--- src/rtl/chess_clock_pkg.sv ---
// Shared types for the chess clock game sequencer: FSM state encoding,
// winner codes and a saturating move-counter helper.
// No logic of its own; imported by the interface and the controller.
package chess_clock_pkg;

   // Encoding is also shown on the state LEDs, so keep the order fixed
   typedef enum logic [2:0] {
      IDLE  = 3'd0,
      READY = 3'd1,
      RUN_A = 3'd2,
      RUN_B = 3'd3,
      PAUSE = 3'd4,
      OVER  = 3'd5
   } game_state_t;

   localparam logic [1:0] WIN_NONE = 2'b00;
   localparam logic [1:0] WIN_A    = 2'b01;
   localparam logic [1:0] WIN_B    = 2'b10;

   // Full-move counter step that sticks at its ceiling
   function automatic logic [6:0] sat_inc(input logic [6:0] value, input logic [6:0] limit);
      return (value >= limit) ? value : value + 7'd1;
   endfunction

endpackage

--- src/rtl/chess_clock_game_ctrl_if.sv ---
// Board/timer side signals of the game sequencer bundled as one interface.
// slave = the sequencer itself; master = whatever drives the board inputs.
// Optional macro CHESS_CLOCK_INCREMENT_EN adds the o_inc_a/o_inc_b pulses.
interface chess_clock_game_ctrl_if;
   import chess_clock_pkg::*;

   logic        i_sw_turn;
   logic        i_btn_start;
   logic        i_zero_a;
   logic        i_zero_b;
   logic        o_load;
   logic        o_run_a;
   logic        o_run_b;
   logic [1:0]  o_winner;
   logic [6:0]  o_moves;
   game_state_t o_state;
`ifdef CHESS_CLOCK_INCREMENT_EN
   logic        o_inc_a;
   logic        o_inc_b;
`endif

   modport slave (
`ifdef CHESS_CLOCK_INCREMENT_EN
      output o_inc_a, o_inc_b,
`endif
      input  i_sw_turn, i_btn_start, i_zero_a, i_zero_b,
      output o_load, o_run_a, o_run_b, o_winner, o_moves, o_state
   );

   modport master (
`ifdef CHESS_CLOCK_INCREMENT_EN
      input  o_inc_a, o_inc_b,
`endif
      output i_sw_turn, i_btn_start, i_zero_a, i_zero_b,
      input  o_load, o_run_a, o_run_b, o_winner, o_moves, o_state
   );

endinterface

--- src/rtl/chess_clock_debounce.sv ---
// Synchronises one raw board input and accepts a new level only after
// p_debounce consecutive samples disagree with the current clean level.
// rise/fall are 1-cycle pulses aligned with the first cycle of the new level.
module chess_clock_debounce #(
   parameter int p_debounce = 1_000_000
) (
   input  logic clk,
   input  logic rst,
   input  logic raw,
   output logic level,
   output logic rise,
   output logic fall
);

   localparam int cw = $clog2(p_debounce + 1);

   logic          sync_1;
   logic          sync_2;
   logic [cw-1:0] cnt;

   // Two-flop synchroniser for the asynchronous raw input
   always_ff @(posedge clk or posedge rst) begin
      if (rst) begin
         sync_1 <= 1'b0;
         sync_2 <= 1'b0;
      end else begin
         sync_1 <= raw;
         sync_2 <= sync_1;
      end
   end

   // Count disagreeing samples; any agreeing sample restarts the count
   always_ff @(posedge clk or posedge rst) begin
      if (rst) begin
         cnt   <= '0;
         level <= 1'b0;
         rise  <= 1'b0;
         fall  <= 1'b0;
      end else begin
         rise <= 1'b0;
         fall <= 1'b0;
         if (sync_2 == level) begin
            cnt <= '0;
         end else if (cnt == cw'(p_debounce - 1)) begin
            cnt   <= '0;
            level <= sync_2;
            rise  <= sync_2;
            fall  <= ~sync_2;
         end else begin
            cnt <= cnt + cw'(1);
         end
      end
   end

endmodule

--- src/rtl/chess_clock_game_ctrl.sv ---
// Game sequencer: debounced lever/button drive the turn FSM, timer load and flag fall.
// Latency: an event in cycle n shows as registered state/enable change in cycle n+1.
// Optional macro CHESS_CLOCK_INCREMENT_EN adds per-move increment pulses o_inc_a/o_inc_b.
module chess_clock_game_ctrl
   import chess_clock_pkg::*;
#(
   parameter int p_debounce = 1_000_000,
   parameter int p_move_max = 99
) (
   input logic                   i_clk_50m,
   input logic                   i_rst,
   chess_clock_game_ctrl_if.slave bus
);

   logic        lever_lvl;
   logic        lever_rise;
   logic        lever_fall;
   logic        btn_rise;
   logic        btn_level_unused;
   logic        btn_fall_unused;
   logic        move;
   logic        press;
   logic        live;
   game_state_t state;
   game_state_t next_state;
   logic [1:0]  winner;
   logic [6:0]  moves;

   chess_clock_debounce #(.p_debounce(p_debounce)) u_lever (
      .clk   (i_clk_50m),
      .rst   (i_rst),
      .raw   (bus.i_sw_turn),
      .level (lever_lvl),
      .rise  (lever_rise),
      .fall  (lever_fall)
   );

   chess_clock_debounce #(.p_debounce(p_debounce)) u_button (
      .clk   (i_clk_50m),
      .rst   (i_rst),
      .raw   (bus.i_btn_start),
      .level (btn_level_unused),
      .rise  (btn_rise),
      .fall  (btn_fall_unused)
   );

   // Either lever direction hands the move to the other player
   assign move  = lever_rise | lever_fall;
   assign press = btn_rise;

   // Next state: flag fall beats a press, a press beats a lever move
   always_comb begin
      next_state = state;
      case (state)
         IDLE:  if (live) next_state = READY;
         READY: if (press) next_state = lever_lvl ? RUN_B : RUN_A;
         RUN_A: begin
            if (bus.i_zero_a)  next_state = OVER;
            else if (press)    next_state = PAUSE;
            else if (move)     next_state = RUN_B;
         end
         RUN_B: begin
            if (bus.i_zero_b)  next_state = OVER;
            else if (press)    next_state = PAUSE;
            else if (move)     next_state = RUN_A;
         end
         PAUSE: if (press) next_state = lever_lvl ? RUN_B : RUN_A;
         OVER:  if (press) next_state = IDLE;
         default: next_state = IDLE;
      endcase
   end

   // State register; live holds IDLE for the reset-release cycle so o_load
   // stays low during reset and pulses exactly once afterwards
   always_ff @(posedge i_clk_50m or posedge i_rst) begin
      if (i_rst) begin
         state <= IDLE;
         live  <= 1'b0;
      end else begin
         state <= next_state;
         live  <= 1'b1;
      end
   end

   // Winner latch and full-move counter, both cleared when a new game starts
   always_ff @(posedge i_clk_50m or posedge i_rst) begin
      if (i_rst) begin
         winner <= WIN_NONE;
         moves  <= '0;
      end else if (state == OVER && next_state == IDLE) begin
         winner <= WIN_NONE;
         moves  <= '0;
      end else if (state != OVER && next_state == OVER) begin
         winner <= (state == RUN_A) ? WIN_B : WIN_A;
      end else if (state == RUN_B && next_state == RUN_A) begin
         moves <= sat_inc(moves, 7'(p_move_max));
      end
   end

`ifdef CHESS_CLOCK_INCREMENT_EN
   logic inc_a;
   logic inc_b;

   // Bonus time goes to the player who just finished a move, in step with the handover
   always_ff @(posedge i_clk_50m or posedge i_rst) begin
      if (i_rst) begin
         inc_a <= 1'b0;
         inc_b <= 1'b0;
      end else begin
         inc_a <= (state == RUN_A) && (next_state == RUN_B);
         inc_b <= (state == RUN_B) && (next_state == RUN_A);
      end
   end

   assign bus.o_inc_a = inc_a;
   assign bus.o_inc_b = inc_b;
`endif

   assign bus.o_load   = (state == IDLE) && live;
   assign bus.o_run_a  = (state == RUN_A);
   assign bus.o_run_b  = (state == RUN_B);
   assign bus.o_winner = winner;
   assign bus.o_moves  = moves;
   assign bus.o_state  = state;

endmodule

--- src/flat_wrapper.sv ---
// flat-port wrapper written by rule: the top's interface ports become plain ports
module chess_clock_game_ctrl_flat import chess_clock_pkg::*;
#(
   parameter int p_debounce = 1_000_000,
   parameter int p_move_max = 99
)
  (i_clk_50m, i_rst, bus_i_sw_turn, bus_i_btn_start, bus_i_zero_a, bus_i_zero_b, bus_o_load, bus_o_run_a, bus_o_run_b, bus_o_winner, bus_o_moves, bus_o_state);
  chess_clock_game_ctrl_if bus_i ();
  input logic i_clk_50m;
  input logic i_rst;
  input wire logic [$bits(bus_i.i_sw_turn)-1:0] bus_i_sw_turn;
  input wire logic [$bits(bus_i.i_btn_start)-1:0] bus_i_btn_start;
  input wire logic [$bits(bus_i.i_zero_a)-1:0] bus_i_zero_a;
  input wire logic [$bits(bus_i.i_zero_b)-1:0] bus_i_zero_b;
  output wire logic [$bits(bus_i.o_load)-1:0] bus_o_load;
  output wire logic [$bits(bus_i.o_run_a)-1:0] bus_o_run_a;
  output wire logic [$bits(bus_i.o_run_b)-1:0] bus_o_run_b;
  output wire logic [$bits(bus_i.o_winner)-1:0] bus_o_winner;
  output wire logic [$bits(bus_i.o_moves)-1:0] bus_o_moves;
  output wire logic [$bits(bus_i.o_state)-1:0] bus_o_state;
  assign bus_i.i_sw_turn = bus_i_sw_turn;
  assign bus_i.i_btn_start = bus_i_btn_start;
  assign bus_i.i_zero_a = bus_i_zero_a;
  assign bus_i.i_zero_b = bus_i_zero_b;
  assign bus_o_load = bus_i.o_load;
  assign bus_o_run_a = bus_i.o_run_a;
  assign bus_o_run_b = bus_i.o_run_b;
  assign bus_o_winner = bus_i.o_winner;
  assign bus_o_moves = bus_i.o_moves;
  assign bus_o_state = bus_i.o_state;
  chess_clock_game_ctrl #(.p_debounce(p_debounce), .p_move_max(p_move_max)) u_core (.i_clk_50m(i_clk_50m), .i_rst(i_rst), .bus(bus_i));
endmodule
--- config.mk ---
export PLATFORM = sky130hd
export DESIGN_NAME = chess_clock_game_ctrl_flat
export DESIGN_NICKNAME = d
export VERILOG_FILES = /design/src/rtl/chess_clock_pkg.sv /design/src/rtl/chess_clock_game_ctrl_if.sv /design/src/rtl/chess_clock_debounce.sv /design/src/rtl/chess_clock_game_ctrl.sv /design/src/flat_wrapper.sv
export SDC_FILE = /design/constraint.sdc
export NUM_CORES = 1
export LEC_CHECK = 0
export ABC_AREA = 1
export CORE_UTILIZATION = 40
export CTS_BUF_LIST = sky130_fd_sc_hd__clkbuf_8
export DETAILED_ROUTE_END_ITERATION = 7
export PLACE_DENSITY_LB_ADDON = 0.1
export SLEW_MARGIN = 20
export SYNTH_ARGS = -nofsm -noshare
export SYNTH_HDL_FRONTEND = slang
export SYNTH_SLANG_ARGS = --single-unit
--- constraint.sdc ---
create_clock -name i_clk_50m -period 3.5 [get_ports i_clk_50m]
set_input_delay 0.7 -clock i_clk_50m [delete_from_list [all_inputs] [get_ports i_clk_50m]]
set_output_delay 0.7 -clock i_clk_50m [all_outputs]
set_load 0.03 [all_outputs]
==> impl_metrics.env <==
export IMPL_fin_nets=467
export IMPL_p_sw_share_pct=21.96
export IMPL_p_sw_uw=338.9
export IMPL_wl_per_cell_um=12.63
export IMPL_dp_hpwl_um=5258
export IMPL_netlist_instances=427
export IMPL_critPathLaunchType="register"
export IMPL_synthArstFlopShare_pct=100.0
export IMPL_area_growth_pct=16.63
export IMPL_nFillCells=817
export IMPL_dr_pass1_iters=4
export IMPL_cts_root_buffer="clkbuf_8"
export IMPL_fin_crit_ns=2.668
export IMPL_clk_path_buf_depth=2
export IMPL_p_leak_nw=1.840
export IMPL_ys_top_cells_by_area="dfrtp_1 46%, nand2_1 9.7%, nor2_1 8.1%"
export IMPL_hold_viol=0
export IMPL_ant_nets=0
export IMPL_syn_cell_area_sq_um=3378
export IMPL_top_usage_layer="met2"
export IMPL_drv_cap=0
export IMPL_crit_type="reg2out"
export IMPL_crit_start="u_core.bus.o_state[2]$_DFF_PP0_"
export IMPL_htreeDepth=3
export IMPL_worst_slack_ns=0.8318
export IMPL_die_y_um=93.90
export IMPL_pre_cts_slack_ns=1.158
export IMPL_postRouteWirelength_um=7172
export IMPL_initial_core_util_pct=41.32
export IMPL_route_detailed_drc=0
export IMPL_finClkSkew_ns=0.005279
export IMPL_r2r_slack_ns=1.52
export IMPL_worstPathMaxFanout=7
export IMPL_slew_violations=0
export IMPL_antenna_found_initial=0
export IMPL_tightest_slew_ns=0.6278
export IMPL_cpMaxStageDelayCell="clkdlybuf4s50_1"
export IMPL_critPathRequiredTime_ns=2.80
export IMPL_power_density_nw_per_um2=391.6
export IMPL_netlist_top_cells_count="87 x nand2_1, 73 x nor2_1, 62 x dfrtp_1, 50 x inv_1, 38 x nand3_1"
export IMPL_met2_usage_pct=29.08
export IMPL_synth_edf_count=0
export IMPL_ys_ff_latch=62
export IMPL_cpPeakStageDelay_ns=0.75
export IMPL_clock_latency_ns=0.33
export IMPL_grtUsageMet3_pct=4.369
export IMPL_finalCritPeriodShare_pct=76.23
export IMPL_vias=2855
export IMPL_grt_pass1_vias=2806
export IMPL_cts_resized=0
export IMPL_seqPwrFrac_pct=47.6
export IMPL_seq_area_frac_synth_pct=45.93
export IMPL_grt_overflow=0
export IMPL_clkTransAtPathRegs_ns=0.07
export IMPL_ys_types=33
export IMPL_end_kind="primary output"
export IMPL_cts_buffers_inserted=9
export IMPL_design_die_area_sq_um=8817
export IMPL_syn_area_per_cell_sq_um=7.912
export IMPL_fin_setup_tns_ns=0
export IMPL_grt_use_total_pct=18.54
export IMPL_fmax_ghz=0.3748
export IMPL_grt_pass1_wl_um=12720
export IMPL_hold_class="reg2reg"
export IMPL_core_area_sq_um=8175
export IMPL_cts_sinks=62
export IMPL_power_frac_comb_pct=4.6
export IMPL_maxSlewHeadroom_pct=57.99
export IMPL_grt_max_degree=31
export IMPL_drt_iter0_markers=91
export IMPL_ios=21
export IMPL_cts_hold_buf=0
export IMPL_insertedDiodeCount=0
export IMPL_synth_nets=436
export IMPL_hp_start="u_core.u_button.sync_1$_DFF_PP0_"
export IMPL_tritoncts="built"
export IMPL_power_internal_mw=1.204
export IMPL_reg2reg_from="u_core.u_button.cnt[0]$_DFF_PP0_"
export IMPL_ys_warn_count=0
export IMPL_dieWidth_um=93.90
export IMPL_worstPathCellList="nor3_2, clkdlybuf4s50_1"
export IMPL_grt_util_met1_pct=24.64
export IMPL_synth_largest_area_cell="dfrtp_1"
export IMPL_vias_per_cell=5.026
export IMPL_core_rowCount=33
export IMPL_final_util_pct=48.19
export IMPL_synth_top_area_share_pct=45.93
export IMPL_worstPathArrival_ns=1.97
export IMPL_drive_gt1_share_pct=8.639
export IMPL_synth_main_ff_cell="dfrtp_1"
export IMPL_power_frac_clock_pct=47.8
export IMPL_gp_congestion=0.8286
export IMPL_peakVddDrop_uv=295.2
export IMPL_yosysMostFrequentCell="nand2_1"
export IMPL_grt_setup_unrepaired="false"
export IMPL_setup_viol=0
export IMPL_status="finished, final reports clean"
export IMPL_numPortBuffers=20
export IMPL_postCtsSetupRepairBufs=0
==> path summary, 6_finish.rpt <==
kind | end | cells past startpoint
worst min register to register | u_core.u_button.sync_2$_DFF_PP0_ | 0
max in group asynchronous | u_core.u_lever.cnt[13]$_DFF_PP0_ | 3
worst max-delay path | bus_o_run_a | 2
min in group asynchronous | u_core.bus.o_moves[4]$_DFFE_PP0P_ | 2
worst max register to register | u_core.u_button.cnt[16]$_DFF_PP0_ | 8
worst min-delay path | u_core.u_button.sync_2$_DFF_PP0_ | 0
==> power groups by stage <==
stage	Combinational [mW]	Clock [mW]	Sequential (mW)
after floorplan	0.0466	0	0.748
after global placement	0.0722	0	0.748
after detailed placement	0.0728	0	0.748
after CTS	0.0729	0.757	0.734
after global routing	0.0825	0.784	0.736
final	0.0707	0.738	0.735
==> per-layer routing <==
metal  up-vias  wire length (um)
met5         -                 0
met4         0               142
met3        14               243
met2        47              3221
met1      1353              3565
li1       1441                 -
==> state kept, by name, indices dropped and copies added, names as in the netlist <==
name	flops
u_core.u_lever.cnt	20
u_core.u_lever.rise	1
u_core.u_lever.sync_2	1
u_core.bus.o_moves	7
u_core.u_lever.sync_1	1
u_core.u_lever.fall	1
u_core.u_button.level	1
u_core.u_button.cnt	20
u_core.u_button.sync_1	1
u_core.u_button.rise	1
u_core.bus.o_winner	2
u_core.bus.o_state	3
u_core.u_button.sync_2	1
u_core.u_lever.level	1
u_core.live	1
==> cells in the final DEF, fill, tap and decap left out, types with 2 or more instances in the layout <==
cell             count
buf_4                2
clkbuf_8            12
nand2_1             87
xor2_1              21
nor3_2               3
o211ai_1             2
ha_1                 3
inv_2                4
dfrtp_1             62
nor3_1              14
nor2_2               2
nand4_1             18
nor2_1              73
nor4_1               4
inv_1               50
clkinv_1             2
xnor2_1              7
bufinv_16            2
o21ai_0              2
o21ai_2              2
nand2_4              2
nand2_2              6
and3_1               2
a21oi_1             13
clkdlybuf4s50_1     20
nand3_1             38
==> metrics by stage <==
stage                     hold WS [ns]  cells  area (sq um)  total power [mW]
after global placement          0.3342    552          3706            0.8199
after floorplan                 0.3312    427          3378            0.7951
final                           0.3485    568          3940             1.543
after global routing            0.3679    568          3940             1.603
after detailed placement        0.3347    552          3706            0.8213
after CTS                       0.3503    568          3940             1.565
==> worst max-delay path: cells and delay by family, from the launching register on <==
family | cells | cell delay, ns
flip-flops | 1 | 0.48
AND/OR/NAND/NOR | 1 | 0.41
buffers and inverters | 1 | 0.75
==> area by class of cell <==
class	instances	area, sq um	share of cell area [%]
Tap cell	105	131.4	3.334
Inverter	55	206.4	5.240
Multi-Input combinational cell	308	1602	40.65
Clock inverter	4	68.82	1.747
Clock buffer	12	165.2	4.192
Sequential cell	62	1551	39.38
Timing Repair Buffer	22	215.2	5.462
==> logic make-up after synthesis <==
group	count (synthesis)	share of synthesized area [%]
compound gates	21	3.815
xor+xnor	28	7.259
fa+ha+maj	3	1.111
buf+inv	57	6.667
flops	62	45.93
other cells	1	0.1110
simple gates	255	35.11
Note: power is estimated with default switching activity, not from simulation.
==> patch 1: new RTL, same flow settings <==
`p_move_max` is set to 99 in 2 places; all go to 49.
--- a/src/rtl/chess_clock_game_ctrl.sv
+++ b/src/rtl/chess_clock_game_ctrl.sv
@@ -7,3 +7,3 @@
    parameter int p_debounce = 1_000_000,
-   parameter int p_move_max = 99
+   parameter int p_move_max = 49
 ) (
--- a/src/flat_wrapper.sv
+++ b/src/flat_wrapper.sv
@@ -4,3 +4,3 @@
    parameter int p_debounce = 1_000_000,
-   parameter int p_move_max = 99
+   parameter int p_move_max = 49
 )
Formal check against the unedited RTL: no difference found for any inputs over 10 cycles, from zero or initial values and one cycle with i_rst high; that may be too few to reach the edited logic, so the function may still have changed.
==> patch 1 against the unedited design <==
  * Wire length fell by 7.3%
  * Highest routed layer unchanged
  * Die area fell by 3.1%
  * Critical path depth rose by 2
  * Final area fell by 3.1%
  * Area after synthesis fell by 3.2%
  * Via count fell by 3.9%
  * Sequential cell count did not move
  * Largest power group is now registers
  * Setup slack improved by 0.14 ns
  * Total power fell by 6.5%
==> patch 1: results (changes against the unedited design) <==
Status
  • Status: complete, no violations

Route
  • DR WL/cell: 12.0 um (-5.0%)
  • Iter 0 DRT Violations: 111 (+22%)
  • Via count: 2,744 (-3.9%)
  • Initial DRT Pass Iterations: 5 (+1)

Power
  • Static Leak: 0.00178 uW (-3.2%)
  • Peak supply drop: 0.000187 V (-37%)

Hold path
  • Hold Crit Class: reg2reg

Timing
  • Relative slew slack: 50.1% (-7.9 points)
  • Clock skew: 0.00758 ns (+0.00231 ns)

Placed design
  • HPWL after DPL: 4880 um (-7.2%)
  • GP Congestion: 0.895 (+8.0%)
  • Dpl ws: 1.34 ns (+0.184 ns)
  • Placed cell area: 3620 sq um (-2.4%)
  • Port bufs: 20 (unchanged)
  • Placed insts: 538 (-2.5%)

Logic synthesis
  • Register area share after synthesis: 47.4% (+1.5 points)
  • Yosys top cell by area: dfrtp_1
  • Syn nets: 425 (-2.5%)
  • Library cells used by synthesis: 28 (-15%)
  • Top cells by area, synth: dfrtp_1 47%, nand2_1 9.5%, nor2_1 7.9%, inv_1 6.0%, nand3_1 5.5%
  • Synth cell count leaders: 83 x nand2_1, 69 x nor2_1, 62 x dfrtp_1, 52 x inv_1, 36 x nand3_1
  • Post-synth ARST share: 100% (unchanged)
  • Syn_area_per_cell: 7.88 sq um (-0.39%)

Clock tree
  • Clock transition at the registers of the reported paths: 0.07 ns (about the same)
  • Root Buffer: clkbuf_8
  • Post-CTS Setup Inserts: 0 (unchanged)
  • Post-CTS Resized: 0 (unchanged)
  • H-tree depth: 3 (unchanged)
  • Clock latency on the worst-skew pair: 0.33 ns (about the same)
  • Clock buffer count from CTS: 9 (unchanged)

Final layout
  • # diodes: 0 (unchanged)
  • Layout cell share with drive strength beyond 1: 7.74% (-0.90 points)
  • FILL cells: 779 (-4.7%)
  • Nets: 457 (-2.1%)
  • Layout Cells excl Fill: 554 (-2.5%)

GRT
  • First-pass GRT wire length: 12,100 um (-4.8%)
  • GRT Total Usage: 18.1% (-0.48 points)
  • Initial antenna violation count: 0 (unchanged)
  • Largest net degree at the start of global routing: 50 (+61%)

Worst setup path
  • Crit path arrival time: 1.82 ns (-0.15 ns)
  • R2R cell count: 6 (-2)
  • Worst-path maximum fanout: 5 (-2)
[patch 1: final cells by class]
type / count / area [sq um] / area share [%]
Sequential cell: 62 / 1550 / 40.6
Multi-Input combinational cell: 298 / 1510 / 39.6
Timing Repair Buffer: 21 / 220 / 5.77
Inverter: 55 / 206 / 5.41
Clock buffer: 11 / 151 / 3.96
Tap cell: 102 / 128 / 3.34
Clock inverter: 5 / 48.8 / 1.28
[patch 1: final timing paths]
check                                 startpoint                     end  slack, ns
max                        u_core.bus.o_state[2]             bus_o_run_a       0.98
min                        u_core.u_lever.sync_1   u_core.u_lever.sync_2       0.35
min reg2reg                u_core.u_lever.sync_1   u_core.u_lever.sync_2       0.35
max reg2reg                 u_core.u_lever.level  u_core.u_lever.cnt[13]       1.58
min in group asynchronous                  i_rst   u_core.u_lever.sync_1       0.63
max in group asynchronous                  i_rst  u_core.u_button.cnt[2]       2.30
[patch 1: report_power, final]
part | internal, uW | switching (uW)
logic | 23.6 | 47.2
registers | 726 | 7.69
clock network | 362 | 276
[patch 1: worst max-delay path: stages, from the launching register on]
cell,delay [ns]
dfrtp_1,0.43
inv_2,0.11
nand2_2,0.08
nor2_2,0.17
clkdlybuf4s50_1,0.70
[patch 1: cell families after synthesis]
| family | Yosys count | synth area share, % |
|---|---|---|
| compound gates | 27 | 5.05 |
| xor+xnor | 20 | 5.36 |
| fa+ha+maj | 4 | 1.53 |
| buf+inv | 55 | 6.31 |
| flops | 62 | 47.4 |
| other cells | 1 | 0.115 |
| simple gates | 246 | 34.2 |
[patch 1: metal layers]
metal	part of all wire, %	vias to the layer above	global-route usage, %
li1	-	1408	-
met1	52	1277	25.0
met2	43	46	27.0
met3	3.1	13	3.20
met4	2.1	0	9.24
met5	0	-	0
==> patch 2: new RTL, config.mk and constraints unchanged <==
Made on the original files. Encoding of `game_state_t`: now Gray code (3 bits for 6 states).
--- a/src/rtl/chess_clock_pkg.sv
+++ b/src/rtl/chess_clock_pkg.sv
@@ -7,8 +7,8 @@
    typedef enum logic [2:0] {
-      IDLE  = 3'd0,
-      READY = 3'd1,
-      RUN_A = 3'd2,
-      RUN_B = 3'd3,
-      PAUSE = 3'd4,
-      OVER  = 3'd5
+      IDLE  = 3'b000,
+      READY = 3'b001,
+      RUN_A = 3'b011,
+      RUN_B = 3'b010,
+      PAUSE = 3'b110,
+      OVER  = 3'b111
    } game_state_t;
Formal check against the unedited RTL: no difference found for any inputs over 10 cycles, from zero or initial values and one cycle with i_rst high; not proved beyond that.
==> patch 2 against the unedited design <==
  * Area after synthesis fell by 3.1%
  * Sequential share of layout area grew 2.0 points
  * Final area decreased by 4.8%
  * Die area fell by 3.0%
  * Setup slack improved by 0.12 ns
  * Hold slack barely moved
  * Sequential cell count did not move
  * Utilization shrank 0.15 points
  * Critical path depth grew 1
  * Wire length down 13%
  * Synthesized cell count down 4.9%
  * Total power fell by 7.5%
  * Critical endpoint unchanged
  * Highest routed layer unchanged
==> patch 2: results (changes against the unedited design) <==
Final layout
  • Layout cell share with drive strength beyond 1: 10.2% (+1.6 points)
  • Buffering overhead: 5.74% (+0.28 points)
  • Non-clock inverters: 51 (-7.3%)
  • FILL cells: 800 (-2.1%)
  • Nets: 444 (-4.9%)
  • Clock buffers: 10 (-2)
  • Seq/total area: 41.4% (+2.0 points)
  • Multi-input gate share of total cell area: 40.0% (-0.69 points)
  • Clock-cell share of area: 4.44% (-1.5 points)

Route
  • Met2 routed WL: 2900 um (-10%)
  • Iter 0 DRT Violations: 120 (+32%)
  • Via count: 2,660 (-6.8%)
  • WL met1: 3020 um (-15%)
  • Total Wirelength: 6260 um (-13%)
  • Met3 WL: 237 um (-2.5%)

GRT
  • First-pass GRT wire length: 11,500 um (-9.4%)
  • Vias in the first global route: 2,546 (-9.3%)
  • Largest net degree at the start of global routing: 41 (+32%)
  • GRT Total Usage: 17.0% (-1.5 points)

Worst setup path
  • Worst-path maximum fanout: 9 (+2)
  • Max stage delay on crit path: 0.69 ns (-0.06 ns)
  • Crit path arrival time: 1.85 ns (-0.12 ns)

Logic synthesis
  • Library cells used by synthesis: 33 (unchanged)
  • Synth cell count leaders: 84 x nand2_1, 66 x nor2_1, 62 x dfrtp_1, 47 x inv_1, 40 x nand3_1
  • Register area share after synthesis: 47.4% (+1.5 points)
  • Top cells by area, synth: dfrtp_1 47%, nand2_1 9.6%, nor2_1 7.6%, nand3_1 6.1%, inv_1 5.4%
  • Syn nets: 415 (-4.8%)

Power
  • Static Leak: 0.00181 uW (-1.4%)
  • Peak supply drop: 0.000182 V (-38%)

Placed design
  • HPWL after DPL: 4510 um (-14%)
  • Port bufs: 20 (unchanged)
  • GP Congestion: 0.808 (-2.5%)

Status
  • Status: complete, no violations

Timing
  • Clock skew: 0.00598 ns (+0.000699 ns)
  • Relative slew slack: 65.0% (+7.0 points)

Clock tree
  • Clock buffer count from CTS: 9 (unchanged)
==> patch 2: cell count changes in the layout (fill, tap and decap cells not counted), sizes merged, moves of 3 or more <==
| cell | before | now |
|---|---|---|
| xor2 | 21 | 16 |
| nand4 | 18 | 15 |
| nor3 | 17 | 13 |
| a21oi | 13 | 9 |
| nand2 | 95 | 91 |
==> patch 2: path summary, 6_finish.rpt <==
| path | startpoint | slack, ns | cells past startpoint | end |
|---|---|---|---|---|
| worst max-delay path | u_core.bus.o_state[0] | 0.95 | 3 | bus_o_run_a |
| min in group asynchronous | i_rst | 0.72 | 3 | u_core.bus.o_moves[4] |
| max in group asynchronous | i_rst | 2.32 | 3 | u_core.u_lever.cnt[2] |
| worst max register to register | u_core.u_lever.cnt[0] | 1.38 | 10 | u_core.u_lever.cnt[16] |
| worst min register to register | u_core.u_lever.sync_1 | 0.35 | 0 | u_core.u_lever.sync_2 |
| worst min-delay path | u_core.u_lever.sync_1 | 0.35 | 0 | u_core.u_lever.sync_2 |
==> patch 2: metrics by stage <==
| step | util, % | cell area [sq um] | instances | setup slack [ns] | total power [uW] |
|---|---|---|---|---|---|
| 2_1_floorplan | - | 3270 | 406 | 1.26 | 872 |
| 3_3_place_gp | 45.9 | 3580 | 526 | 1.31 | 905 |
| 3_5_place_dp | 45.9 | 3580 | 526 | 1.25 | 906 |
| 4_1_cts | 48.0 | 3750 | 542 | 0.926 | 1450 |
| 5_1_grt | 48.0 | 3750 | 542 | 0.846 | 1510 |
| 6_report | 48.0 | 3750 | 542 | 0.953 | 1430 |
==> patch 2: kinds of logic after synthesis <==
| group | share of synthesized area [%] |
|---|---|
| other cells | 0.115 |
| flops | 47.4 |
| simple gates | 34.5 |
| fa+ha+maj | 1.15 |
| buf+inv | 6.80 |
| xor+xnor | 6.69 |
| compound gates | 3.33 |
==> patch 2: report_power, final <==
| part | leakage [uW] | switching [uW] | total [uW] | internal [uW] |
|---|---|---|---|---|
| Clock | 0.0000968 | 271 | 538 | 267 |
| Sequential | 0.000848 | 22.9 | 753 | 731 |
| Combinational | 0.000869 | 87.2 | 135 | 48.2 |
==> patch 2: per-layer routing <==
| metal | vias to the layer above | global-route usage (%) |
|---|---|---|
| li1 | 1351 | - |
| met1 | 1239 | 22.2 |
| met2 | 61 | 27.0 |
| met3 | 9 | 3.28 |
| met4 | 0 | 8.46 |
| met5 | - | 0 |
==> patch 2: worst reg2reg max path, cell delays in order, from the launching register on <==
cell and delay (ns):
dfrtp_1 0.37, ha_1 0.19, nand3_1 0.15, nor2_2 0.15, nand2_2 0.10, inv_1 0.06, nand4_1 0.21, nand2_1 0.44
inv_1 0.20, nand2_1 0.11, nor2_1 0.04
